File: config.mk
export PLATFORM = sky130hd
export DESIGN_NAME = rv32_hazard_unit_flat
export DESIGN_NICKNAME = d
export VERILOG_FILES = /design/src/rtl/rv32_pkg.sv /design/src/rtl/rv32_hazard_unit_if.sv /design/src/rtl/rv32_perf_counter.sv /design/src/rtl/rv32_hazard_unit.sv /design/src/flat_wrapper.sv
export SDC_FILE = /design/constraint.sdc
export NUM_CORES = 1
export LEC_CHECK = 0
export CORE_AREA = 4 4 113 115
export CTS_CLUSTER_SIZE = 10
export DETAILED_ROUTE_END_ITERATION = 12
export DIE_AREA = 0 0 117 119
export PLACE_DENSITY_LB_ADDON = 0.15
export SYNTH_ARGS = -nofsm -noshare
export SYNTH_HDL_FRONTEND = slang
export SYNTH_SLANG_ARGS = --single-unit
File: constraint.sdc
create_clock -name clk -period 5.2 [get_ports clk]
set_input_delay 0.78 -clock clk [delete_from_list [all_inputs] [get_ports clk]]
set_output_delay 0.78 -clock clk [all_outputs]
set_load 0.01 [all_outputs]
File: src/rtl/rv32_pkg.sv
`default_nettype none
// ==========================================================================
// rv32_pkg : shared hazard-unit types and constants.  Rev 1.0
// ==========================================================================
package rv32_pkg;
  typedef enum logic [1:0] {
    RUN      = 2'd0,
    FLUSH    = 2'd1,
    MEM_WAIT = 2'd2
  } hazard_state_t;

  localparam logic [1:0] DCTRL_LOAD = 2'b11;
  localparam logic [4:0] REG_X0     = 5'd0;
endpackage
`default_nettype wire

File: src/rtl/rv32_hazard_unit_if.sv
`default_nettype none
// ==========================================================================
// rv32_hazard_unit_if : stage status in, pipeline control out.  Rev 1.0
// ==========================================================================
interface rv32_hazard_unit_if;
  logic [4:0]  id_rs1_i;
  logic [4:0]  id_rs2_i;
  logic        id_rs1_used_i;
  logic        id_rs2_used_i;
  logic [4:0]  ex_rd_i;
  logic        ex_rf_wr_i;
  logic [1:0]  ex_data_ctrl_i;
  logic        ex_redirect_i;
  logic        mem_req_i;
  logic        mem_ack_i;
  logic        pc_stall_o;
  logic        if_id_stall_o;
  logic        if_id_flush_o;
  logic        id_ex_stall_o;
  logic        id_ex_flush_o;
  logic        pipe_busy_o;
  logic        mem_timeout_o;
  logic [31:0] stall_cnt_o;
  logic [31:0] flush_cnt_o;
  logic [31:0] busy_cnt_o;

  modport master (
    output id_rs1_i, id_rs2_i, id_rs1_used_i, id_rs2_used_i, ex_rd_i,
           ex_rf_wr_i, ex_data_ctrl_i, ex_redirect_i, mem_req_i, mem_ack_i,
    input  pc_stall_o, if_id_stall_o, if_id_flush_o, id_ex_stall_o,
           id_ex_flush_o, pipe_busy_o, mem_timeout_o,
           stall_cnt_o, flush_cnt_o, busy_cnt_o
  );

  modport slave (
    input  id_rs1_i, id_rs2_i, id_rs1_used_i, id_rs2_used_i, ex_rd_i,
           ex_rf_wr_i, ex_data_ctrl_i, ex_redirect_i, mem_req_i, mem_ack_i,
    output pc_stall_o, if_id_stall_o, if_id_flush_o, id_ex_stall_o,
           id_ex_flush_o, pipe_busy_o, mem_timeout_o,
           stall_cnt_o, flush_cnt_o, busy_cnt_o
  );
endinterface
`default_nettype wire

File: src/rtl/rv32_perf_counter.sv
`default_nettype none
// ==========================================================================
// rv32_perf_counter : 32-bit wrapping event counter.  Rev 1.0
// ==========================================================================
module rv32_perf_counter (
  input  wire logic        clk,
  input  wire logic        rst,
  input  wire logic        inc_i,
  output logic [31:0]      count_o
);
  logic [31:0] cnt_q;

  always_ff @(posedge clk or posedge rst) begin
    if (rst)        cnt_q <= 32'd0;
    else if (inc_i) cnt_q <= cnt_q + 32'd1;
  end

  assign count_o = cnt_q;
endmodule
`default_nettype wire

File: src/rtl/rv32_hazard_unit.sv
`default_nettype none
// ==========================================================================
// rv32_hazard_unit : load-use stall, redirect flush, memory-wait freeze.  Rev 1.0
// ==========================================================================
module rv32_hazard_unit
  import rv32_pkg::*;
#(
  parameter int FLUSH_CYCLES = 2,
  parameter int MEM_TIMEOUT  = 255
) (
  input  wire logic         clk,
  input  wire logic         rst,
  rv32_hazard_unit_if.slave bus
);
  localparam int RW    = $clog2(FLUSH_CYCLES + 1);
  localparam int TW    = $clog2(MEM_TIMEOUT + 1);
  localparam logic [RW-1:0] c_reload = RW'(FLUSH_CYCLES - 1);
  localparam logic [RW-1:0] c_rem_one = RW'(1);
  localparam logic [TW-1:0] c_tmo_max = TW'(MEM_TIMEOUT);
  localparam logic [TW-1:0] c_tmo_one = TW'(1);

  hazard_state_t state_q, state_d;
  logic [RW-1:0] remain_q, remain_d;
  logic [TW-1:0] tmo_q, tmo_d;
  logic          timeout_q, timeout_d;

  logic w_load_use, w_wait_start, w_release;
  logic w_pc_stall, w_if_id_stall, w_if_id_flush, w_id_ex_stall, w_id_ex_flush, w_busy;

  assign w_load_use = (bus.ex_data_ctrl_i == DCTRL_LOAD) & bus.ex_rf_wr_i &
                      (bus.ex_rd_i != REG_X0) &
                      ((bus.id_rs1_used_i & (bus.id_rs1_i == bus.ex_rd_i)) |
                       (bus.id_rs2_used_i & (bus.id_rs2_i == bus.ex_rd_i)));
  assign w_wait_start = bus.mem_req_i & ~bus.mem_ack_i;
  assign w_release    = bus.mem_ack_i | (tmo_q == c_tmo_max);

  always_comb begin
    state_d       = state_q;
    remain_d      = remain_q;
    tmo_d         = tmo_q;
    timeout_d     = timeout_q;
    w_pc_stall    = 1'b0;
    w_if_id_stall = 1'b0;
    w_if_id_flush = 1'b0;
    w_id_ex_stall = 1'b0;
    w_id_ex_flush = 1'b0;
    w_busy        = 1'b0;

    if (state_q == MEM_WAIT && !w_release) begin
      w_busy = 1'b1;
      if (tmo_q != c_tmo_max) tmo_d = tmo_q + c_tmo_one;
    end else begin
      // On release the pipeline moves this cycle, so a held redirect is serviced now.
      if (state_q == MEM_WAIT) begin
        state_d = RUN;
        if (!bus.mem_ack_i) timeout_d = 1'b1;
      end
      if (state_q != MEM_WAIT && w_wait_start) begin
        w_busy  = 1'b1;
        state_d = MEM_WAIT;
        tmo_d   = c_tmo_one;
      end else if (bus.ex_redirect_i) begin
        w_if_id_flush = 1'b1;
        w_id_ex_flush = 1'b1;
        if (FLUSH_CYCLES > 1) begin
          state_d  = FLUSH;
          remain_d = c_reload;
        end else begin
          state_d = RUN;
        end
      end else if (state_q == FLUSH) begin
        w_if_id_flush = 1'b1;
        remain_d      = remain_q - c_rem_one;
        if (remain_q == c_rem_one) state_d = RUN;
      end else if (w_load_use) begin
        w_pc_stall    = 1'b1;
        w_if_id_stall = 1'b1;
        w_id_ex_stall = 1'b1;
      end
    end
  end

  always_ff @(posedge clk or posedge rst) begin
    if (rst) begin
      state_q   <= RUN;
      remain_q  <= '0;
      tmo_q     <= '0;
      timeout_q <= 1'b0;
    end else begin
      state_q   <= state_d;
      remain_q  <= remain_d;
      tmo_q     <= tmo_d;
      timeout_q <= timeout_d;
    end
  end

  assign bus.pc_stall_o    = w_pc_stall    & ~rst;
  assign bus.if_id_stall_o = w_if_id_stall & ~rst;
  assign bus.if_id_flush_o = w_if_id_flush & ~rst;
  assign bus.id_ex_stall_o = w_id_ex_stall & ~rst;
  assign bus.id_ex_flush_o = w_id_ex_flush & ~rst;
  assign bus.pipe_busy_o   = w_busy        & ~rst;
  assign bus.mem_timeout_o = timeout_q;

  rv32_perf_counter u_stall_cnt (
    .clk(clk), .rst(rst), .inc_i(bus.id_ex_stall_o), .count_o(bus.stall_cnt_o)
  );
  rv32_perf_counter u_flush_cnt (
    .clk(clk), .rst(rst), .inc_i(bus.if_id_flush_o), .count_o(bus.flush_cnt_o)
  );
  rv32_perf_counter u_busy_cnt (
    .clk(clk), .rst(rst), .inc_i(bus.pipe_busy_o), .count_o(bus.busy_cnt_o)
  );
endmodule
`default_nettype wire

File: src/flat_wrapper.sv
// flat-port wrapper written by rule: the top's interface ports become plain ports
module rv32_hazard_unit_flat import rv32_pkg::*;
#(
  parameter int FLUSH_CYCLES = 2,
  parameter int MEM_TIMEOUT  = 255
)
  (clk, rst, bus_id_rs1_i, bus_id_rs2_i, bus_id_rs1_used_i, bus_id_rs2_used_i, bus_ex_rd_i, bus_ex_rf_wr_i, bus_ex_data_ctrl_i, bus_ex_redirect_i, bus_mem_req_i, bus_mem_ack_i, bus_pc_stall_o, bus_if_id_stall_o, bus_if_id_flush_o, bus_id_ex_stall_o, bus_id_ex_flush_o, bus_pipe_busy_o, bus_mem_timeout_o, bus_stall_cnt_o, bus_flush_cnt_o, bus_busy_cnt_o);
  rv32_hazard_unit_if bus_i ();
  input  wire logic clk;
  input  wire logic rst;
  input wire logic [$bits(bus_i.id_rs1_i)-1:0] bus_id_rs1_i;
  input wire logic [$bits(bus_i.id_rs2_i)-1:0] bus_id_rs2_i;
  input wire logic [$bits(bus_i.id_rs1_used_i)-1:0] bus_id_rs1_used_i;
  input wire logic [$bits(bus_i.id_rs2_used_i)-1:0] bus_id_rs2_used_i;
  input wire logic [$bits(bus_i.ex_rd_i)-1:0] bus_ex_rd_i;
  input wire logic [$bits(bus_i.ex_rf_wr_i)-1:0] bus_ex_rf_wr_i;
  input wire logic [$bits(bus_i.ex_data_ctrl_i)-1:0] bus_ex_data_ctrl_i;
  input wire logic [$bits(bus_i.ex_redirect_i)-1:0] bus_ex_redirect_i;
  input wire logic [$bits(bus_i.mem_req_i)-1:0] bus_mem_req_i;
  input wire logic [$bits(bus_i.mem_ack_i)-1:0] bus_mem_ack_i;
  output wire logic [$bits(bus_i.pc_stall_o)-1:0] bus_pc_stall_o;
  output wire logic [$bits(bus_i.if_id_stall_o)-1:0] bus_if_id_stall_o;
  output wire logic [$bits(bus_i.if_id_flush_o)-1:0] bus_if_id_flush_o;
  output wire logic [$bits(bus_i.id_ex_stall_o)-1:0] bus_id_ex_stall_o;
  output wire logic [$bits(bus_i.id_ex_flush_o)-1:0] bus_id_ex_flush_o;
  output wire logic [$bits(bus_i.pipe_busy_o)-1:0] bus_pipe_busy_o;
  output wire logic [$bits(bus_i.mem_timeout_o)-1:0] bus_mem_timeout_o;
  output wire logic [$bits(bus_i.stall_cnt_o)-1:0] bus_stall_cnt_o;
  output wire logic [$bits(bus_i.flush_cnt_o)-1:0] bus_flush_cnt_o;
  output wire logic [$bits(bus_i.busy_cnt_o)-1:0] bus_busy_cnt_o;
  assign bus_i.id_rs1_i = bus_id_rs1_i;
  assign bus_i.id_rs2_i = bus_id_rs2_i;
  assign bus_i.id_rs1_used_i = bus_id_rs1_used_i;
  assign bus_i.id_rs2_used_i = bus_id_rs2_used_i;
  assign bus_i.ex_rd_i = bus_ex_rd_i;
  assign bus_i.ex_rf_wr_i = bus_ex_rf_wr_i;
  assign bus_i.ex_data_ctrl_i = bus_ex_data_ctrl_i;
  assign bus_i.ex_redirect_i = bus_ex_redirect_i;
  assign bus_i.mem_req_i = bus_mem_req_i;
  assign bus_i.mem_ack_i = bus_mem_ack_i;
  assign bus_pc_stall_o = bus_i.pc_stall_o;
  assign bus_if_id_stall_o = bus_i.if_id_stall_o;
  assign bus_if_id_flush_o = bus_i.if_id_flush_o;
  assign bus_id_ex_stall_o = bus_i.id_ex_stall_o;
  assign bus_id_ex_flush_o = bus_i.id_ex_flush_o;
  assign bus_pipe_busy_o = bus_i.pipe_busy_o;
  assign bus_mem_timeout_o = bus_i.mem_timeout_o;
  assign bus_stall_cnt_o = bus_i.stall_cnt_o;
  assign bus_flush_cnt_o = bus_i.flush_cnt_o;
  assign bus_busy_cnt_o = bus_i.busy_cnt_o;
  rv32_hazard_unit #(.FLUSH_CYCLES(FLUSH_CYCLES), .MEM_TIMEOUT(MEM_TIMEOUT)) u_core (.clk(clk), .rst(rst), .bus(bus_i));
endmodule
==> results.tsv <==
metric	value	unit
dp_slack	1224	ps
core-area	11810	um2
grt_pass1_vias	3935	
drt-total-wl	11.78	mm
insertion_delay	350	ps
relSlewSlack	38.94	%
reg2reg_slack	2800	ps
io_buffers	127	
path_max_fanout	15	
groute.usage.overall	17.66	%
cts_buffers	9	
synthesis.area	5225	um2
fillerInstances	995	
layout_common_cells	clkdlybuf4s50_1 (127), dfrtp_1 (109), xnor2_1 (61)	
place_congestion	0.8064	
clockBufferDepth	2	
dieArea	13920	um2
crit_chain	clkdlybuf4s50_1 -> inv_1 -> and2_1 -> nor3b_1 -> nand3_2 -> buf_4 -> inv_2 -> clkdlybuf4s50_1	
drc	0	
slowest_delay	590	ps
final_hold_viol_count	0	
via_count	3989	
antenna_left	0	
cts_root_buf	clkbuf_16	
hold_buffers	0	
placed_cell_area	6639	um2
grt_max_degree	73	
irDropWorstVdd	0.1248	mV
die_w	117	um
crit_required	4420	ps
ys_ff_latch	109	
finalSetupTns	0	ps
grt_pass1_wl	19.82	mm
synth-main-ff-cell	dfrtp_1	
crit_path_top_delay_cell	clkdlybuf4s50_1	
drt_iter0_drc	158	
grt_remaining_overflow	0	
hp-class	reg -> reg	
fin_crit	3988	ps
power_leakage	3.033	nW
cp-end-kind	output pin	
cts-htree-levels	3	
syn_inst	491	
viasPerCell	5.147	
syn_nets	521	
syn_avg_cell_area	10.64	um2
cp_data_arrival_time	3210	ps
cts_sinks	109	
outcome	complete, no violations	
power_density	300.0	nW/um2
layout_commonest_cell	clkdlybuf4s50_1	
setup_ws	1212	ps
rows	40	
synth_edf_count	0	
yosysTopAreaCellShare	52.20	%
path_class	in -> out	
firstDrtPassIters	4	
synth_area_leaders	dfrtp_1 (52%), xnor2_1 (10%), xor2_1 (7.4%)	
path_clk_slew	70	ps
area_growth	33.45	%
layout-drive-gt1-share	7.006	%
final_nets	653	
antenna_found_initial	0	
diodes	0	
ioPinCount	128	
setup_viol	0	
timing.critical_path.mode_cell	clkdlybuf4s50_1	
cp_top_family	buffers and inverters	
initial_core_util	44.24	%
ys_types	51	
yosys.area.top_type	dfrtp_1	
yosysWarnings	0	
routedWlPerCell	15.19	um
critPathBufInv	5	
fin_skew	9.440	ps
cts_setup_buffers	0	
rsz0062_at_grt	no	
fmax	250.7	MHz
whs	464.7	ps
fin_crit_sh	76.69	%
cts_tree	yes	
die_h	119	um
postLayoutCellArea	6973	um2
multiInputGateArea	2374	um2
worst_slew_pin_slew	915.9	ps
dp_hpwl	8.613	mm
postSynth.asyncResetShare	100.0	%
seqCellArea	2728	um2
drv_slew	0	
ctsResizeCount	0	
cp-start-kind	input port	
seq_area_frac_synth	52.20	%
drv_cap	0	
-- final cells by class --
cell class	count	share of cell area, %
inverter	15	0.8613
timing repair buffer	130	18.55
clock buffer	11	3.625
tap	147	2.638
multi-input combinational	358	34.04
sequential	109	39.12
clock inverter	5	1.166
-- power by group --
part | leakage (nW) | internal, mW | switching, mW
sequential | 1.46 | 0.912 | 0.0879
combinational | 1.42 | 0.177 | 0.157
clock | 0.162 | 0.450 | 0.308
total | 3.03 | 1.54 | 0.553
-- final timing paths --
check | depth (start not counted) | startpoint | end
max in group asynchronous | 4 | rst | u_core.tmo_q[1]$_DFFE_PP0P_
worst max register to register | 8 | u_core.tmo_q[0]$_DFFE_PP0P_ | u_core.u_stall_cnt.count_o[21]$_DFFE_PP0P_
worst min-delay path | 1 | u_core.u_busy_cnt.count_o[31]$_DFFE_PP0P_ | u_core.u_busy_cnt.count_o[31]$_DFFE_PP0P_
min in group asynchronous | 3 | rst | u_core.remain_q[1]$_DFFE_PP0P_
worst min register to register | 1 | u_core.u_busy_cnt.count_o[31]$_DFFE_PP0P_ | u_core.u_busy_cnt.count_o[31]$_DFFE_PP0P_
worst max-delay path | 8 | bus_ex_redirect_i | bus_id_ex_stall_o
-- flip-flops by register name, indices dropped and copies added (netlist names) --
signal	count
u_core.state_q	2
u_core.bus.mem_timeout_o	1
u_core.remain_q	2
u_core.u_busy_cnt.count_o	32
u_core.tmo_q	8
u_core.u_flush_cnt.count_o	32
u_core.u_stall_cnt.count_o	32
-- logic make-up after synthesis --
group / share of synthesized area, %
buf+inv: 2.371
xor+xnor: 17.60
simple gates: 23.54
fa+ha+maj: 1.197
compound gates: 2.874
flops: 52.20
mux: 0.2155
-- synthesized netlist by cell type, types with 3 or more instances --
cell type	count
nand3_1	33
o21ai_0	12
nand2_1	47
nor3_1	19
dfrtp_1	109
ha_1	5
inv_1	13
and3_1	9
buf_2	3
nor2_1	42
a21oi_1	5
xnor2_1	61
xor2_1	44
buf_4	3
nand2b_1	3
nor3b_1	3
and3_2	3
nand4_1	29
nor4_1	3
and4_1	6
-- stage by stage --
step,power (mW),std cells,utilization (%)
after floorplan,1.187,491,-
after global placement,1.347,759,56.21
after detailed placement,1.355,759,56.21
after CTS,2.121,775,59.04
after global routing,2.200,775,59.04
final,2.092,775,59.04
-- routing by layer --
metal / vias up / track usage, % / share of wire [%]
met3: 13 / 4.370 / 5.4
met4: 0 / 5.591 / 1.5
met1: 1936 / 24.67 / 47
met2: 98 / 26.96 / 46
met5: - / 0 / 0
li1: 1942 / - / -
Power figures use the tool's default switching activity.
